<file path="config.mk">
export PLATFORM = sky130hd
export DESIGN_NAME = regfile_write_queue_flat
export DESIGN_NICKNAME = d
export VERILOG_FILES = /design/src/rtl/regfile_write_queue_if.sv /design/src/rtl/regfile_write_queue.sv /design/src/flat_wrapper.sv
export SDC_FILE = /design/constraint.sdc
export NUM_CORES = 1
export LEC_CHECK = 0
export CORE_UTILIZATION = 35
export DETAILED_ROUTE_END_ITERATION = 7
export HOLD_SLACK_MARGIN = 0.02
export PLACE_DENSITY_LB_ADDON = 0.15
export SLEW_MARGIN = 20
export SYNTH_ARGS = -nofsm -noshare
export SYNTH_HDL_FRONTEND = slang
export SYNTH_SLANG_ARGS = --single-unit
</file>
<file path="constraint.sdc">
create_clock -name clk -period 8.6 [get_ports clk]
set_clock_uncertainty 0.05 [all_clocks]
set_input_delay 1.29 -clock clk [delete_from_list [all_inputs] [get_ports clk]]
set_output_delay 1.29 -clock clk [all_outputs]
set_load 0.05 [all_outputs]
</file>
<file path="src/rtl/regfile_write_queue_if.sv">
// regfile_write_queue_if: producer, drain and bypass-lookup signals of the register-file write queue
interface regfile_write_queue_if #(
    parameter int REG_WIDTH = 64,
    parameter int NUM_REGS  = 32,
    parameter int DEPTH     = 4
);
    localparam int RW = $clog2(NUM_REGS);
    localparam int CW = $clog2(DEPTH + 1);
    logic                 in_valid;
    logic                 in_ready;
    logic [RW-1:0]        in_reg;
    logic [REG_WIDTH-1:0] in_data;
    logic                 port_free;
    logic                 RegWrite;
    logic [RW-1:0]        WriteRegister;
    logic [REG_WIDTH-1:0] WriteData;
    logic [RW-1:0]        lookup_reg1;
    logic [RW-1:0]        lookup_reg2;
    logic                 hit1;
    logic                 hit2;
    logic [REG_WIDTH-1:0] hit_data1;
    logic [REG_WIDTH-1:0] hit_data2;
    logic [CW-1:0]        count;
    logic                 empty;
    modport master (
        output in_valid, in_reg, in_data, port_free, lookup_reg1, lookup_reg2,
        input  in_ready, RegWrite, WriteRegister, WriteData, hit1, hit2, hit_data1, hit_data2, count, empty
    );
    modport slave (
        input  in_valid, in_reg, in_data, port_free, lookup_reg1, lookup_reg2,
        output in_ready, RegWrite, WriteRegister, WriteData, hit1, hit2, hit_data1, hit_data2, count, empty
    );
endinterface

</file>
<file path="src/rtl/regfile_write_queue.sv">
// regfile_write_queue: FIFO of pending register writebacks drained onto a free write port, with bypass lookup
module regfile_write_queue #(
    parameter int REG_WIDTH = 64,
    parameter int NUM_REGS  = 32,
    parameter int DEPTH     = 4
) (
    input logic                 clk,
    input logic                 reset,
    regfile_write_queue_if.slave bus
);
    localparam int RW = $clog2(NUM_REGS);
    localparam int PW = $clog2(DEPTH);
    localparam int CW = $clog2(DEPTH + 1);
    localparam logic [RW-1:0] ZERO_REG = RW'(NUM_REGS - 1);

    logic [RW-1:0]        reg_q  [DEPTH];
    logic [REG_WIDTH-1:0] data_q [DEPTH];
    logic [PW-1:0]        wr_ptr_q, wr_ptr_d, rd_ptr_q, rd_ptr_d;
    logic [CW-1:0]        count_q, count_d;
    logic                 accept, store, pop;
    logic [PW-1:0]        idx;

    // Writes to the zero register complete the handshake but are dropped.
    always_comb begin
        bus.in_ready = (count_q < CW'(DEPTH)) & ~reset;
        accept       = bus.in_valid & bus.in_ready;
        store        = accept & (bus.in_reg != ZERO_REG);
        pop          = (count_q != '0) & bus.port_free;
        wr_ptr_d     = store ? wr_ptr_q + PW'(1) : wr_ptr_q;
        rd_ptr_d     = pop ? rd_ptr_q + PW'(1) : rd_ptr_q;
        count_d      = count_q + CW'(store) - CW'(pop);
    end

    assign bus.RegWrite      = pop;
    assign bus.WriteRegister = reg_q[rd_ptr_q];
    assign bus.WriteData     = data_q[rd_ptr_q];
    assign bus.count         = count_q;
    assign bus.empty         = (count_q == '0);

    always_ff @(posedge clk) begin
        if (reset) begin
            wr_ptr_q <= '0;
            rd_ptr_q <= '0;
            count_q  <= '0;
        end else begin
            wr_ptr_q <= wr_ptr_d;
            rd_ptr_q <= rd_ptr_d;
            count_q  <= count_d;
        end
    end

    always_ff @(posedge clk) begin
        if (store) begin
            reg_q[wr_ptr_q]  <= bus.in_reg;
            data_q[wr_ptr_q] <= bus.in_data;
        end
    end

    // Walk entries oldest to youngest so the youngest match overrides; the draining head still counts.
    always_comb begin
        bus.hit1      = 1'b0;
        bus.hit2      = 1'b0;
        bus.hit_data1 = '0;
        bus.hit_data2 = '0;
        idx           = '0;
        for (int i = 0; i < DEPTH; i++) begin
            idx = rd_ptr_q + PW'(i);
            if (CW'(i) < count_q) begin
                if (reg_q[idx] == bus.lookup_reg1 && bus.lookup_reg1 != ZERO_REG) begin
                    bus.hit1      = 1'b1;
                    bus.hit_data1 = data_q[idx];
                end
                if (reg_q[idx] == bus.lookup_reg2 && bus.lookup_reg2 != ZERO_REG) begin
                    bus.hit2      = 1'b1;
                    bus.hit_data2 = data_q[idx];
                end
            end
        end
    end
endmodule

</file>
<file path="src/flat_wrapper.sv">
// flat-port wrapper written by rule: the top's interface ports become plain ports
module regfile_write_queue_flat 
#(
    parameter int REG_WIDTH = 64,
    parameter int NUM_REGS  = 32,
    parameter int DEPTH     = 4
)
  (clk, reset, bus_in_valid, bus_in_reg, bus_in_data, bus_port_free, bus_lookup_reg1, bus_lookup_reg2, bus_in_ready, bus_RegWrite, bus_WriteRegister, bus_WriteData, bus_hit1, bus_hit2, bus_hit_data1, bus_hit_data2, bus_count, bus_empty);
  regfile_write_queue_if #(.REG_WIDTH(REG_WIDTH), .NUM_REGS(NUM_REGS), .DEPTH(DEPTH)) bus_i ();
  input logic clk;
  input logic reset;
  input wire logic [$bits(bus_i.in_valid)-1:0] bus_in_valid;
  input wire logic [$bits(bus_i.in_reg)-1:0] bus_in_reg;
  input wire logic [$bits(bus_i.in_data)-1:0] bus_in_data;
  input wire logic [$bits(bus_i.port_free)-1:0] bus_port_free;
  input wire logic [$bits(bus_i.lookup_reg1)-1:0] bus_lookup_reg1;
  input wire logic [$bits(bus_i.lookup_reg2)-1:0] bus_lookup_reg2;
  output wire logic [$bits(bus_i.in_ready)-1:0] bus_in_ready;
  output wire logic [$bits(bus_i.RegWrite)-1:0] bus_RegWrite;
  output wire logic [$bits(bus_i.WriteRegister)-1:0] bus_WriteRegister;
  output wire logic [$bits(bus_i.WriteData)-1:0] bus_WriteData;
  output wire logic [$bits(bus_i.hit1)-1:0] bus_hit1;
  output wire logic [$bits(bus_i.hit2)-1:0] bus_hit2;
  output wire logic [$bits(bus_i.hit_data1)-1:0] bus_hit_data1;
  output wire logic [$bits(bus_i.hit_data2)-1:0] bus_hit_data2;
  output wire logic [$bits(bus_i.count)-1:0] bus_count;
  output wire logic [$bits(bus_i.empty)-1:0] bus_empty;
  assign bus_i.in_valid = bus_in_valid;
  assign bus_i.in_reg = bus_in_reg;
  assign bus_i.in_data = bus_in_data;
  assign bus_i.port_free = bus_port_free;
  assign bus_i.lookup_reg1 = bus_lookup_reg1;
  assign bus_i.lookup_reg2 = bus_lookup_reg2;
  assign bus_in_ready = bus_i.in_ready;
  assign bus_RegWrite = bus_i.RegWrite;
  assign bus_WriteRegister = bus_i.WriteRegister;
  assign bus_WriteData = bus_i.WriteData;
  assign bus_hit1 = bus_i.hit1;
  assign bus_hit2 = bus_i.hit2;
  assign bus_hit_data1 = bus_i.hit_data1;
  assign bus_hit_data2 = bus_i.hit_data2;
  assign bus_count = bus_i.count;
  assign bus_empty = bus_i.empty;
  regfile_write_queue #(.REG_WIDTH(REG_WIDTH), .NUM_REGS(NUM_REGS), .DEPTH(DEPTH)) u_core (.clk(clk), .reset(reset), .bus(bus_i));
endmodule
</file>
Word level (Yosys, flattened, before mapping)

Memories as Yosys holds them, arrays and structs flattened. A register that Yosys moved wholly into a read port is not among the register bits.
Cells that the tools add are included.

Memory bits (writable): 276
Output and inout bits: 205
Bits of input ports: 83
Memories kept: 2
Word-level logic and storage cells: 80
Bits in registers: 7

Memory list:

| memory        | words | width | rd ports | clocked after Yosys merged registers in | write ports | line                      | RTL |
|---|---|---|---|---|---|---|---|
| u_core.data_q | 4     | 64    | 4        | 1                                       | 1           | regfile_write_queue.sv:17 | `logic [REG_WIDTH-1:0] data_q [DEPTH];` |
| u_core.reg_q  | 4     | 5     | 4        | 1                                       | 1           | regfile_write_queue.sv:16 | `logic [RW-1:0] reg_q [DEPTH];` |

Bitwise gates (word level): 5
Add/sub/neg operators: 6
Reductions and logical operators: 10
Order comparisons: 5
Equality and inequality tests: 11
Mux-type cells: 38

Operators by type and width:

| cell                  | count |
|---|---|
| $mux W64              | 16 |
| $eq A5 B5 Y1          | 8 |
| $mux W1               | 18 |
| $ne A5 B5 Y1 const B  | 3 |
| $logic_and A1 B1 Y1   | 8 |
| $mux W2               | 4 |
| $lt A1 B3 Y1 const A  | 2 |
| $lt A2 B3 Y1 const A  | 2 |
| $add A2 B1 Y2 const B | 2 |
| $add A2 B2 Y2 const B | 2 |
| $and A1 B1 Y1         | 4 |
| $add A3 B1 Y3         | 1 |
| $logic_not A3 Y1      | 1 |
| $lt A3 B3 Y1 const B  | 1 |
| $reduce_bool A3 Y1    | 1 |
| $sub A3 B1 Y3         | 1 |
| $not A1 Y1            | 1 |

Longest topological paths before layout

Gate-level depths: netlist of run 1.

Word-level depth: 10
Depth in mapped cells: 12
Depth with buffers taken out: 9

Worst setup path before layout of run 1

No wires, ideal clock.

Path kind: input-to-output
Start point: in bus_lookup_reg1[0]
End point: out bus_hit_data1[63]
Setup slack: 3232 ps
Required time: 7260 ps
Data arrival time: 4028 ps
Cell stages on the path: 8
Path through: clkbuf_1 and3_1 a31oi_1 a21oi_1 nor3_2 a2111oi_4 a221oi_1 o21ai_0

Longest elaborated chain between the ends: 10
Elaborated cells on any way between the ends: 17
Classes of those cells: eq/ne (5); mux (8); reduce/logical (4)

Ends and longest elaborated chain:

| item                                         | line                      | RTL |
|---|---|---|
| start: declaration                           | flat_wrapper.sv:16        | `input wire logic [$bits(bus_i.lookup_reg1)-1:0] bus_lookup_reg1;` |
| $eq A5 B5 Y1 or $ne A5 B5 Y1 (tied branches) | regfile_write_queue.sv:69 | `if (reg_q[idx] == bus.lookup_reg1 && bus.lookup_reg1 != ZERO_REG) begin` |
| $logic_and A1 B1 Y1                          | regfile_write_queue.sv:69 |  |
| $mux W64                                     | regfile_write_queue.sv:69 |  |
| $mux W64                                     | regfile_write_queue.sv:68 | `if (CW'(i) < count_q) begin` |
| $mux W64                                     | regfile_write_queue.sv:69 |  |
| $mux W64                                     | regfile_write_queue.sv:68 |  |
| $mux W64                                     | regfile_write_queue.sv:69 |  |
| $mux W64                                     | regfile_write_queue.sv:68 |  |
| $mux W64                                     | regfile_write_queue.sv:69 |  |
| $mux W64 *                                   | regfile_write_queue.sv:68 |  |
| end: declaration                             | flat_wrapper.sv:24        | `output wire logic [$bits(bus_i.hit_data1)-1:0] bus_hit_data1;` |

Mark *: on every way between the ends. The rest lies on a longest branch, timed or not.

Worst setup path after layout of run 1

Start point: reg u_core.count_q[2] (netlist: u_core.bus.count[2])
End point: out bus_hit_data2[63]

Longest elaborated chain between the ends: 8
Elaborated cells on any way between the ends: 11
Classes of those cells: order compare (4); mux (7)

Ends and longest elaborated chain:

| item                     | line                      | RTL |
|---|---|---|
| start: declaration       | regfile_write_queue.sv:19 | `logic [CW-1:0] count_q, count_d;` |
| start signal: assignment | regfile_write_queue.sv:48 | `count_q <= count_d;` |
| $lt A1 B3 Y1             | regfile_write_queue.sv:68 |  |
| $mux W64                 | regfile_write_queue.sv:68 |  |
| $mux W64                 | regfile_write_queue.sv:73 | `if (reg_q[idx] == bus.lookup_reg2 && bus.lookup_reg2 != ZERO_REG) begin` |
| $mux W64                 | regfile_write_queue.sv:68 |  |
| $mux W64                 | regfile_write_queue.sv:73 |  |
| $mux W64                 | regfile_write_queue.sv:68 |  |
| $mux W64                 | regfile_write_queue.sv:73 |  |
| $mux W64 *               | regfile_write_queue.sv:68 |  |
| end: declaration         | flat_wrapper.sv:25        | `output wire logic [$bits(bus_i.hit_data2)-1:0] bus_hit_data2;` |

Marks and branches as above.

==> results.py, run 1 <==
metrics = {
    "outcome": {
        "outcome": "finished clean",
    },
    "critical_path": {
        "critPathBufInv": 5,
        "cp-start-kind": "register",
        "worst-setup-path-type": "reg2out",
        "arrival_ns": 5.32,
        "cp_top_family": "buffers and inverters",
        "cp_slowest_stage_delay_ns": 0.90,
        "critPathMostFrequentCell": "buf_4",
        "crit_path_end_kind": "output pin",
        "path_cells": "inv_1 -> ha_1 -> inv_2 -> buf_4 -> o2111ai_1 -> a21oi_4 -> buf_4 -> a221oi_1 -> o31ai_1 -> clkdlybuf4s50_1",
        "cp.required_ns": 7.26,
        "crit_slowest_cell": "clkdlybuf4s50_1",
        "cp_max_fo": 34,
    },
    "clock_tree": {
        "cts_tree": "built",
        "numCtsBuffers": 35,
        "clk_transition_reported_paths_ns": 0.06,
        "clock_latency_ns": 0.54,
        "numClockSinks": 285,
        "cts_buffer_depth": 3,
        "cts_resized": 0,
        "cts_setup_buffers": 0,
        "ctsHoldBuffers": 0,
        "cts.htree.levels": 2,
        "cts-root-buf": "clkbuf_16",
    },
    "yosys": {
        "ys.flop_type": "edfxtp_1",
        "ys_seq_area_frac": 0.4271,
        "synth_area_um2": 19830,
        "synth_nets": 1547,
        "ys_types": 47,
        "ys_ff_latch": 285,
        "yosysWarnings": 0,
        "synth_top_area_share": 0.4180,
        "synth_area_per_cell_um2": 13.63,
        "synth_cells": 1455,
        "synth_edf_count": 276,
        "synth_area_leader_cell": "edfxtp_1",
        "ys_async_sr_fraction": 0,
        "ys_top_cells_by_area": "edfxtp_1 (42%), mux4_2 (29%), a221oi_1 (5.6%)",
    },
    "worst_hold_path": {
        "hp-class": "reg2reg",
    },
    "floorplan": {
        "coreArea_um2": 55520,
        "ios": 288,
        "dieHeight_um": 240.0,
        "fp.dieW_um": 240.0,
        "start_util": 0.3571,
        "rows": 86,
        "die-area_um2": 57610,
    },
    "timing": {
        "tns_ns": 0,
        "rsz0062_at_grt": "no",
        "setup_viol": 0,
        "fmax_mhz": 150.2,
        "relSlewSlack": 0.2905,
        "slew_violations": 0,
        "fin_crit_sh": 0.7743,
        "hold_viol_final": 0,
        "tightest_slew_ns": 1.064,
        "post-route-min-period_ns": 6.659,
    },
    "drt": {
        "drtPass1Iterations": 5,
        "drt-wirelength-per-cell_um": 27.38,
        "ant_nets": 0,
        "drtIter0Drc": 1530,
        "via_per_inst": 6.365,
        "vias": 15396,
        "wirelength_um": 66220,
        "drc": 0,
    },
    "global_routing": {
        "grt_max_degree": 134,
        "globalRoute.totalOverflow": 0,
        "track_usage": 0.2289,
        "grt_pass1_wl_um": 97690,
        "grt_pass1_vias": 15609,
        "antenna_found_initial": 6,
    },
    "power_and_ir_drop": {
        "power_density_nw_per_um2": 272.7,
        "leakage_nw": 7.011,
        "worst_ir_drop_vdd_mv": 0.1571,
    },
    "cells_and_area": {
        "n_fill_cell": 4935,
        "area_growth_pct": 23.03,
        "stdcell_count": 2419,
        "drive_gt1_frac": 0.2235,
        "layout_common_cells": "clkdlybuf4s50_1 (287), edfxtp_1 (276), mux4_2 (255)",
        "final_common_cell": "clkdlybuf4s50_1",
        "fin_nets": 1736,
    },
    "place": {
        "dp_cells": 2354,
        "routabilityCongestion": 0.8125,
        "port_buffers": 287,
        "hpwl_um": 40480,
    },
    "job": {
        "maxCapViolCount": 0,
    },
}
==> state kept, by name, summed over array words and instances, names as in the netlist, named ones only <==
name              count
u_core.bus.count      3
u_core.data_q       256
u_core.rd_ptr_q       2
u_core.wr_ptr_q       2
u_core.reg_q         20
==> metrics by stage <==
step / area, um^2 / power, mW / hold WS [ns] / util / worst slack, ns
2_1_floorplan: 19830 / 4.190 / 0.4570 / - / 3.232
3_3_place_gp: 23170 / 5.115 / 0.4847 / 0.4173 / 2.294
3_5_place_dp: 23170 / 5.137 / 0.4989 / 0.4173 / 2.297
4_1_cts: 24360 / 6.696 / 0.5072 / 0.4388 / 1.847
5_1_grt: 24400 / 6.931 / 0.5573 / 0.4394 / 1.608
6_report: 24400 / 6.654 / 0.5067 / 0.4394 / 1.941
==> routing by layer <==
metal / up-vias / track usage / routed length, um / part of all wire
li1: 6499 / - / - / -
met1: 7925 / 0.2957 / 25690 / 0.39
met2: 819 / 0.3767 / 32660 / 0.49
met3: 145 / 0.03639 / 5329 / 0.080
met4: 8 / 0.1079 / 2489 / 0.038
met5: - / 0 / 55 / 0.00083
==> layout make-up <==
cell class	instances	area, um^2	share of cell area
inverters	11	41.29	0.001692
clock buffers	38	929.6	0.03811
clock inverters	24	265.3	0.01087
well taps	748	935.9	0.03836
multi-input cells	993	10590	0.4339
flip-flops and latches	285	8483	0.3477
diodes	2	5.005	0.0002051
repair buffers	318	3151	0.1291
==> where the power goes <==
part           internal [mW]  switching, mW
Clock                  0.956          0.588
Sequential              1.60          0.159
Combinational           1.35           2.00
==> worst paths after layout <==
| path | startpoint | to | slack (ns) | depth (start not counted) |
|---|---|---|---|---|
| min | u_core.wr_ptr_q[1]$_SDFFE_PP0P_ | u_core.wr_ptr_q[1]$_SDFFE_PP0P_ | 0.51 | 2 |
| max | u_core.bus.count[2]$_SDFF_PP0_ | bus_hit_data2[63] | 1.94 | 10 |
| max reg2reg | u_core.bus.count[2]$_SDFF_PP0_ | u_core.data_q[1][41]$_DFFE_PP_ | 5.31 | 5 |
| min reg2reg | u_core.wr_ptr_q[1]$_SDFFE_PP0P_ | u_core.wr_ptr_q[1]$_SDFFE_PP0P_ | 0.51 | 2 |
==> worst register-to-register path, delay by kind of cell, from the launching register on <==
kind	cells	cell delay [ns]
buffers and inverters	1	0.73
and+or+nand+nor	3	0.99
DFF	1	0.40
AOI/OAI and AO/OA	1	0.72
==> kinds of logic (layout without fill, tap and decap cells) <==
group | after synthesis | after routing | share of synthesized area
AO/OA/AOI/OAI | 354 | 354 | 0.1321
AND/OR/NAND/NOR | 307 | 307 | 0.06953
flip-flops | 285 | 285 | 0.4271
multiplexers | 283 | 283 | 0.3044
buffers and inverters | 177 | 391 | 0.04278
XOR/XNOR | 40 | 40 | 0.01805
adder cells (fa/ha/maj) | 9 | 9 | 0.006058
other | 0 | 2 | 0
==> synth_stat cells, types with 2 or more instances <==
| library cell | n |
|---|---|
| nand2_1 | 137 |
| a211oi_1 | 5 |
| nor2b_1 | 5 |
| a221oi_2 | 2 |
| o32ai_1 | 5 |
| nor3_2 | 2 |
| o21ai_0 | 15 |
| o31a_1 | 3 |
| mux2_2 | 10 |
| mux2i_1 | 18 |
| o31ai_1 | 60 |
| nand4_1 | 4 |
| clkbuf_1 | 91 |
| a31oi_1 | 2 |
| dfxtp_1 | 9 |
| nor2_1 | 76 |
| inv_1 | 10 |
| nor3_1 | 4 |
| or2_2 | 2 |
| and3_1 | 3 |
| and2_1 | 63 |
| o311a_1 | 3 |
| xnor2_1 | 26 |
| ha_1 | 8 |
| buf_6 | 15 |
| a21oi_1 | 2 |
| o22ai_1 | 69 |
| buf_4 | 3 |
| a221oi_1 | 126 |
| mux4_2 | 255 |
| o21ai_1 | 55 |
| nand3_1 | 9 |
| buf_2 | 48 |
| xor2_1 | 13 |
| buf_1 | 9 |
| edfxtp_1 | 276 |
| or3_1 | 2 |
Note: power is estimated with default switching activity, not from simulation.
==> inputs of run 2 (changes only) <==
Clock period 8.6 ns to 6.8 ns, I/O delays scaled along.
==> run 2 against run 1 <==
  * Utilization rose by 0.16 points
  * Critical endpoint is now bus_hit_data2[58]
  * Sequential power rose by 26%
  * Clock-buffer cell count rose by 6
  * Via count rose by 1.8%
  * Total power rose by 25%
  * Routed wire length rose by 2.9%
  * Register-to-register slack got worse by 1.6 ns
  * First-iteration DRC count fell by 7.7%
  * Critical path type unchanged
  * Sequential cell count did not move
==> results.py, run 2 (synthesis results as in run 1) <==
metrics = {
    "drt": {
        "wirelength_um": 68130,
        "vias": 15670,
        "via_per_inst": 6.446,
        "drt-wirelength-per-cell_um": 28.03,
        "drtPass1Iterations": 6,
        "drc": 0,
        "drtIter0Drc": 1412,
        "ant_nets": 0,
    },
    "floorplan": {
        "die-area_um2": 57610,
        "rows": 86,
        "dieHeight_um": 240.0,
        "fp.dieW_um": 240.0,
        "ios": 288,
        "start_util": 0.3571,
        "coreArea_um2": 55520,
    },
    "global_routing": {
        "grt_max_degree": 116,
        "track_usage": 0.2321,
        "antenna_found_initial": 8,
        "grt_pass1_wl_um": 98790,
        "globalRoute.totalOverflow": 0,
        "grt_pass1_vias": 15396,
    },
    "worst_hold_path": {
        "hp-class": "reg2reg",
        "holdPathStages": 2,
        "holdCritStartpoint": "u_core.wr_ptr_q[1]$_SDFFE_PP0P_",
    },
    "cells_and_area": {
        "drive_gt1_frac": 0.2282,
        "design_area_um2": 24490,
        "multiInputGateArea_um2": 10590,
        "stdcell_count": 2431,
        "seqCellArea_um2": 8483,
        "area_growth_pct": 23.49,
        "largest_register_ff_count": 256,
        "final_common_cell": "clkdlybuf4s50_1",
        "fin_nets": 1744,
        "layout_common_cells": "clkdlybuf4s50_1 (287), edfxtp_1 (276), mux4_2 (255)",
        "regMostFlops": "u_core.data_q",
        "n_fill_cell": 5016,
    },
    "timing": {
        "relSlewSlack": 0.3522,
        "tightest_slew_ns": 0.9716,
        "setup_viol": 0,
        "fin_crit_sh": 0.8755,
        "fmax_mhz": 168.0,
        "hold_ws_ns": 0.5115,
        "hold_viol_final": 0,
        "post-route-min-period_ns": 5.954,
        "rsz0062_at_grt": "no",
        "slew_violations": 0,
        "tns_ns": 0,
    },
    "clock_tree": {
        "cts_resized": 0,
        "clk_transition_reported_paths_ns": 0.05,
        "cts-root-buf": "clkbuf_16",
        "cts_buffer_depth": 3,
        "numClockSinks": 285,
        "numCtsBuffers": 36,
        "cts_setup_buffers": 0,
        "ctsHoldBuffers": 0,
        "cts_tree": "built",
        "clock_latency_ns": 0.54,
        "cts.htree.levels": 2,
    },
    "power_and_ir_drop": {
        "power_mw": 8.338,
        "p_int_mw": 4.862,
        "pwr-share-comb": 0.511,
        "swShare": 0.4169,
        "switchingPower_mw": 3.476,
        "power_density_nw_per_um2": 340.5,
        "seq_power_share": 0.265,
        "worst_ir_drop_vdd_mv": 0.1810,
        "clockPowerShare": 0.224,
        "leakage_nw": 7.070,
    },
    "critical_path": {
        "cp_max_fo": 64,
        "worst-setup-path-type": "reg2out",
        "critPathBufInv": 2,
        "arrival_ns": 4.88,
        "r2r-start": "u_core.bus.count[2]$_SDFF_PP0_",
        "crit_slowest_cell": "clkdlybuf4s50_1",
        "cp.required_ns": 5.73,
        "cp_top_family": "buffers and inverters",
        "cp-start-kind": "register",
        "worst-path-stages": 9,
        "cp_slowest_stage_delay_ns": 0.91,
        "crit_path_end_kind": "output pin",
        "path_cells": "mux4_2 -> xor2_1 -> nor3_1 -> o2111ai_1 -> a21oi_4 -> buf_12 -> a221oi_1 -> o31ai_1 -> clkdlybuf4s50_1",
        "rr_worst_depth": 5,
    },
    "place": {
        "port_buffers": 287,
        "place_area_um2": 23330,
        "routabilityCongestion": 0.8436,
        "dp_cells": 2362,
        "hpwl_um": 40820,
    },
    "job": {
        "maxCapViolCount": 0,
    },
    "outcome": {
        "outcome": "finished clean",
    },
}
-- run 2: layout make-up --
type	count	share of cell area
inverters	11	0.001686
flip-flops and latches	285	0.3464
well taps	748	0.03822
multi-input cells	993	0.4323
clock inverters	20	0.007052
clock buffers	44	0.03970
repair buffers	325	0.1341
diodes	5	0.0005110
-- run 2: final timing paths --
path,to,slack [ns]
worst max-delay path,bus_hit_data2[58],0.85
worst min-delay path,u_core.wr_ptr_q[1]$_SDFFE_PP0P_,0.51
worst max register to register,u_core.data_q[2][18]$_DFFE_PP_,3.70
worst min register to register,u_core.wr_ptr_q[1]$_SDFFE_PP0P_,0.51
-- run 2: worst register-to-register path, delay by kind of cell (launching register included) --
kind | cells | cell delay (ns)
simple gates | 3 | 1.13
flops | 1 | 0.41
buf+inv | 1 | 0.58
compound gates | 1 | 0.56
-- run 2: power by group through the flow --
stage	Combinational, mW	Clock [mW]	Sequential (mW)
after floorplan	3.17	0	2.13
after global placement	4.24	0	2.24
after detailed placement	4.26	0	2.25
after CTS	4.27	1.92	2.21
after global routing	4.48	1.98	2.23
final	4.26	1.87	2.21
-- run 2: per-stage QoR --
stage / utilization / setup WS (ns)
floorplan: - / 1.972
detailed placement: 0.4202 / 1.159
CTS: 0.4408 / 0.8360
global placement: 0.4202 / 1.183
finish: 0.4410 / 0.8464
global route: 0.4410 / 0.6618
-- run 2: per-layer routing --
metal | vias up | wire length [um] | track usage
met5 | - | 40 | 0
met4 | 6 | 2173 | 0.09245
met3 | 162 | 5844 | 0.05270
met2 | 868 | 33400 | 0.3821
met1 | 8102 | 26680 | 0.2959
li1 | 6532 | - | -
==> inputs of run 3 (changes only) <==
Settings changed: CORE_ASPECT_RATIO set to 0.9.
==> run 3 against run 2 <==
  * Non-clock buffer count rose by 11
  * Final area rose by 0.51%
  * Via count rose by 1.3%
  * First-iteration DRC count rose by 9.8%
  * Fmax fell by 2.6%
  * Setup slack got worse by 0.16 ns
  * Register-to-register slack got worse by 0.22 ns
  * Routed wire length rose by 0.31%
==> results.py, run 3 (synthesis results as in run 1) <==
metrics = {
    "outcome": {
        "outcome": "finished clean",
    },
    "cells_and_area": {
        "regMostFlops": "u_core.data_q",
        "layout_common_cells": "clkdlybuf4s50_1 (283), edfxtp_1 (276), mux4_2 (255)",
        "largest_register_ff_count": 256,
        "drive_gt1_frac": 0.2374,
        "area_growth_pct": 24.11,
        "fin_nets": 1756,
        "final_common_cell": "clkdlybuf4s50_1",
        "n_fill_cell": 5003,
    },
    "place": {
        "port_buffers": 287,
        "routabilityCongestion": 0.8205,
        "hpwl_um": 41930,
        "post-place-ws_ns": 1.117,
    },
    "critical_path": {
        "critPathBufInv": 2,
        "cp.required_ns": 5.73,
        "worst-setup-path-type": "reg2out",
        "path_cells": "mux4_2 -> xnor2_1 -> nand4_1 -> nor2_4 -> buf_4 -> a221oi_1 -> o31ai_1 -> clkdlybuf4s50_1",
        "cp-start-kind": "register",
        "crit_slowest_cell": "clkdlybuf4s50_1",
        "cp_max_fo": 46,
        "crit_path_end_kind": "output pin",
        "arrival_ns": 5.04,
        "cp_top_family": "buffers and inverters",
        "cp_slowest_stage_delay_ns": 0.91,
    },
    "power_and_ir_drop": {
        "leakage_nw": 7.135,
        "power_density_nw_per_um2": 342.5,
        "switchingPower_mw": 3.502,
        "worst_ir_drop_vdd_mv": 0.1827,
        "p_int_mw": 4.927,
        "clockPowerShare": 0.230,
        "swShare": 0.4155,
        "seq_power_share": 0.261,
        "pwr-share-comb": 0.509,
    },
    "global_routing": {
        "grt_pass1_vias": 15550,
        "antenna_found_initial": 6,
        "track_usage": 0.2328,
        "grt_pass1_wl_um": 100300,
        "globalRoute.totalOverflow": 0,
        "grt_max_degree": 135,
    },
    "clock_tree": {
        "cts_tree": "built",
        "cts.htree.levels": 2,
        "clk_transition_reported_paths_ns": 0.05,
        "numCtsBuffers": 37,
        "cts_buffer_depth": 3,
        "ctsHoldBuffers": 0,
        "cts-root-buf": "clkbuf_16",
        "clock_latency_ns": 0.53,
        "cts_setup_buffers": 0,
        "cts_resized": 0,
        "numClockSinks": 285,
    },
    "timing": {
        "slew_violations": 0,
        "fin_crit_sh": 0.8985,
        "tns_ns": 0,
        "fmax_mhz": 163.7,
        "post-route-min-period_ns": 6.110,
        "rsz0062_at_grt": "no",
        "setup_viol": 0,
        "relSlewSlack": 0.2488,
        "hold_viol_final": 0,
        "setup_ws_ns": 0.6903,
        "tightest_slew_ns": 1.127,
    },
    "drt": {
        "ant_nets": 0,
        "drt-wirelength-per-cell_um": 27.91,
        "via_per_inst": 6.480,
        "drtPass1Iterations": 5,
        "drc": 0,
        "vias": 15870,
        "drtIter0Drc": 1551,
        "wirelength_um": 68350,
    },
    "floorplan": {
        "die-area_um2": 57610,
        "ios": 288,
        "start_util": 0.3553,
        "coreArea_um2": 55810,
        "dieHeight_um": 227.8,
        "rows": 82,
        "fp.dieW_um": 252.9,
    },
    "worst_hold_path": {
        "hp-class": "reg2reg",
    },
    "job": {
        "maxCapViolCount": 0,
    },
}
## run 3: changes by cell type in the layout (fill, tap and decap cells not counted), sizes merged, moves of 2 or more
cell | before | now
clkinv | 17 | 15
clkbuf | 44 | 42
clkdlybuf4s50 | 287 | 283
bufinv | 3 | 5
buf | 38 | 53
clkinvlp | 0 | 3
## run 3: worst reg2reg max path: cells and delay by family, from the launching register on
| family | cells | cell delay (ns) |
|---|---|---|
| compound gates | 1 | 0.72 |
| buf+inv | 1 | 0.49 |
| flops | 1 | 0.40 |
| simple gates | 3 | 1.32 |
## run 3: cell type report
type	count	area (um^2)	area share
tap	756	945.9	0.03844
clock inverter	22	244.0	0.009914
inverter	11	41.29	0.001678
multi-input combinational	993	10590	0.4301
sequential	285	8483	0.3447
antenna	4	10.01	0.0004067
clock buffer	42	944.7	0.03839
timing repair buffer	336	3356	0.1364
## run 3: power by group through the flow
stage	clock network [mW]	logic, mW	registers [mW]
6_report	1.94	4.29	2.20
5_1_grt	2.05	4.50	2.21
4_1_cts	1.98	4.30	2.20
3_5_place_dp	0	4.29	2.23
3_3_place_gp	0	4.27	2.22
2_1_floorplan	0	3.17	2.13
## run 3: stage by stage
| stage | cell area (um^2) | util | total power [mW] | hold WS, ns | cells |
|---|---|---|---|---|---|
| floorplan | 19830 | - | 5.299 | 0.4570 | 1455 |
| global placement | 23390 | 0.4191 | 6.498 | 0.4823 | 2380 |
| detailed placement | 23390 | 0.4191 | 6.520 | 0.5024 | 2380 |
| CTS | 24580 | 0.4404 | 8.484 | 0.5098 | 2444 |
| global route | 24610 | 0.4409 | 8.764 | 0.5459 | 2448 |
| finish | 24610 | 0.4409 | 8.430 | 0.5177 | 2449 |
## run 3: final timing paths
path	from	endpoint	slack, ns	cells past startpoint
setup reg to reg	u_core.bus.count[2]$_SDFF_PP0_	u_core.data_q[1][53]$_DFFE_PP_	3.48	5
setup / recovery	u_core.rd_ptr_q[1]$_SDFFE_PP0P_	bus_hit_data2[46]	0.69	8
hold / removal	u_core.wr_ptr_q[1]$_SDFFE_PP0P_	u_core.wr_ptr_q[1]$_SDFFE_PP0P_	0.52	2
hold reg to reg	u_core.wr_ptr_q[1]$_SDFFE_PP0P_	u_core.wr_ptr_q[1]$_SDFFE_PP0P_	0.52	2
## run 3: layer usage
metal  track usage  vias up  wire, um
li1              -     6558         -
met1        0.3109     8283     27700
met2        0.3780      888     32900
met3       0.04461      135      5992
met4       0.08125        6      1715
met5             0        -        41
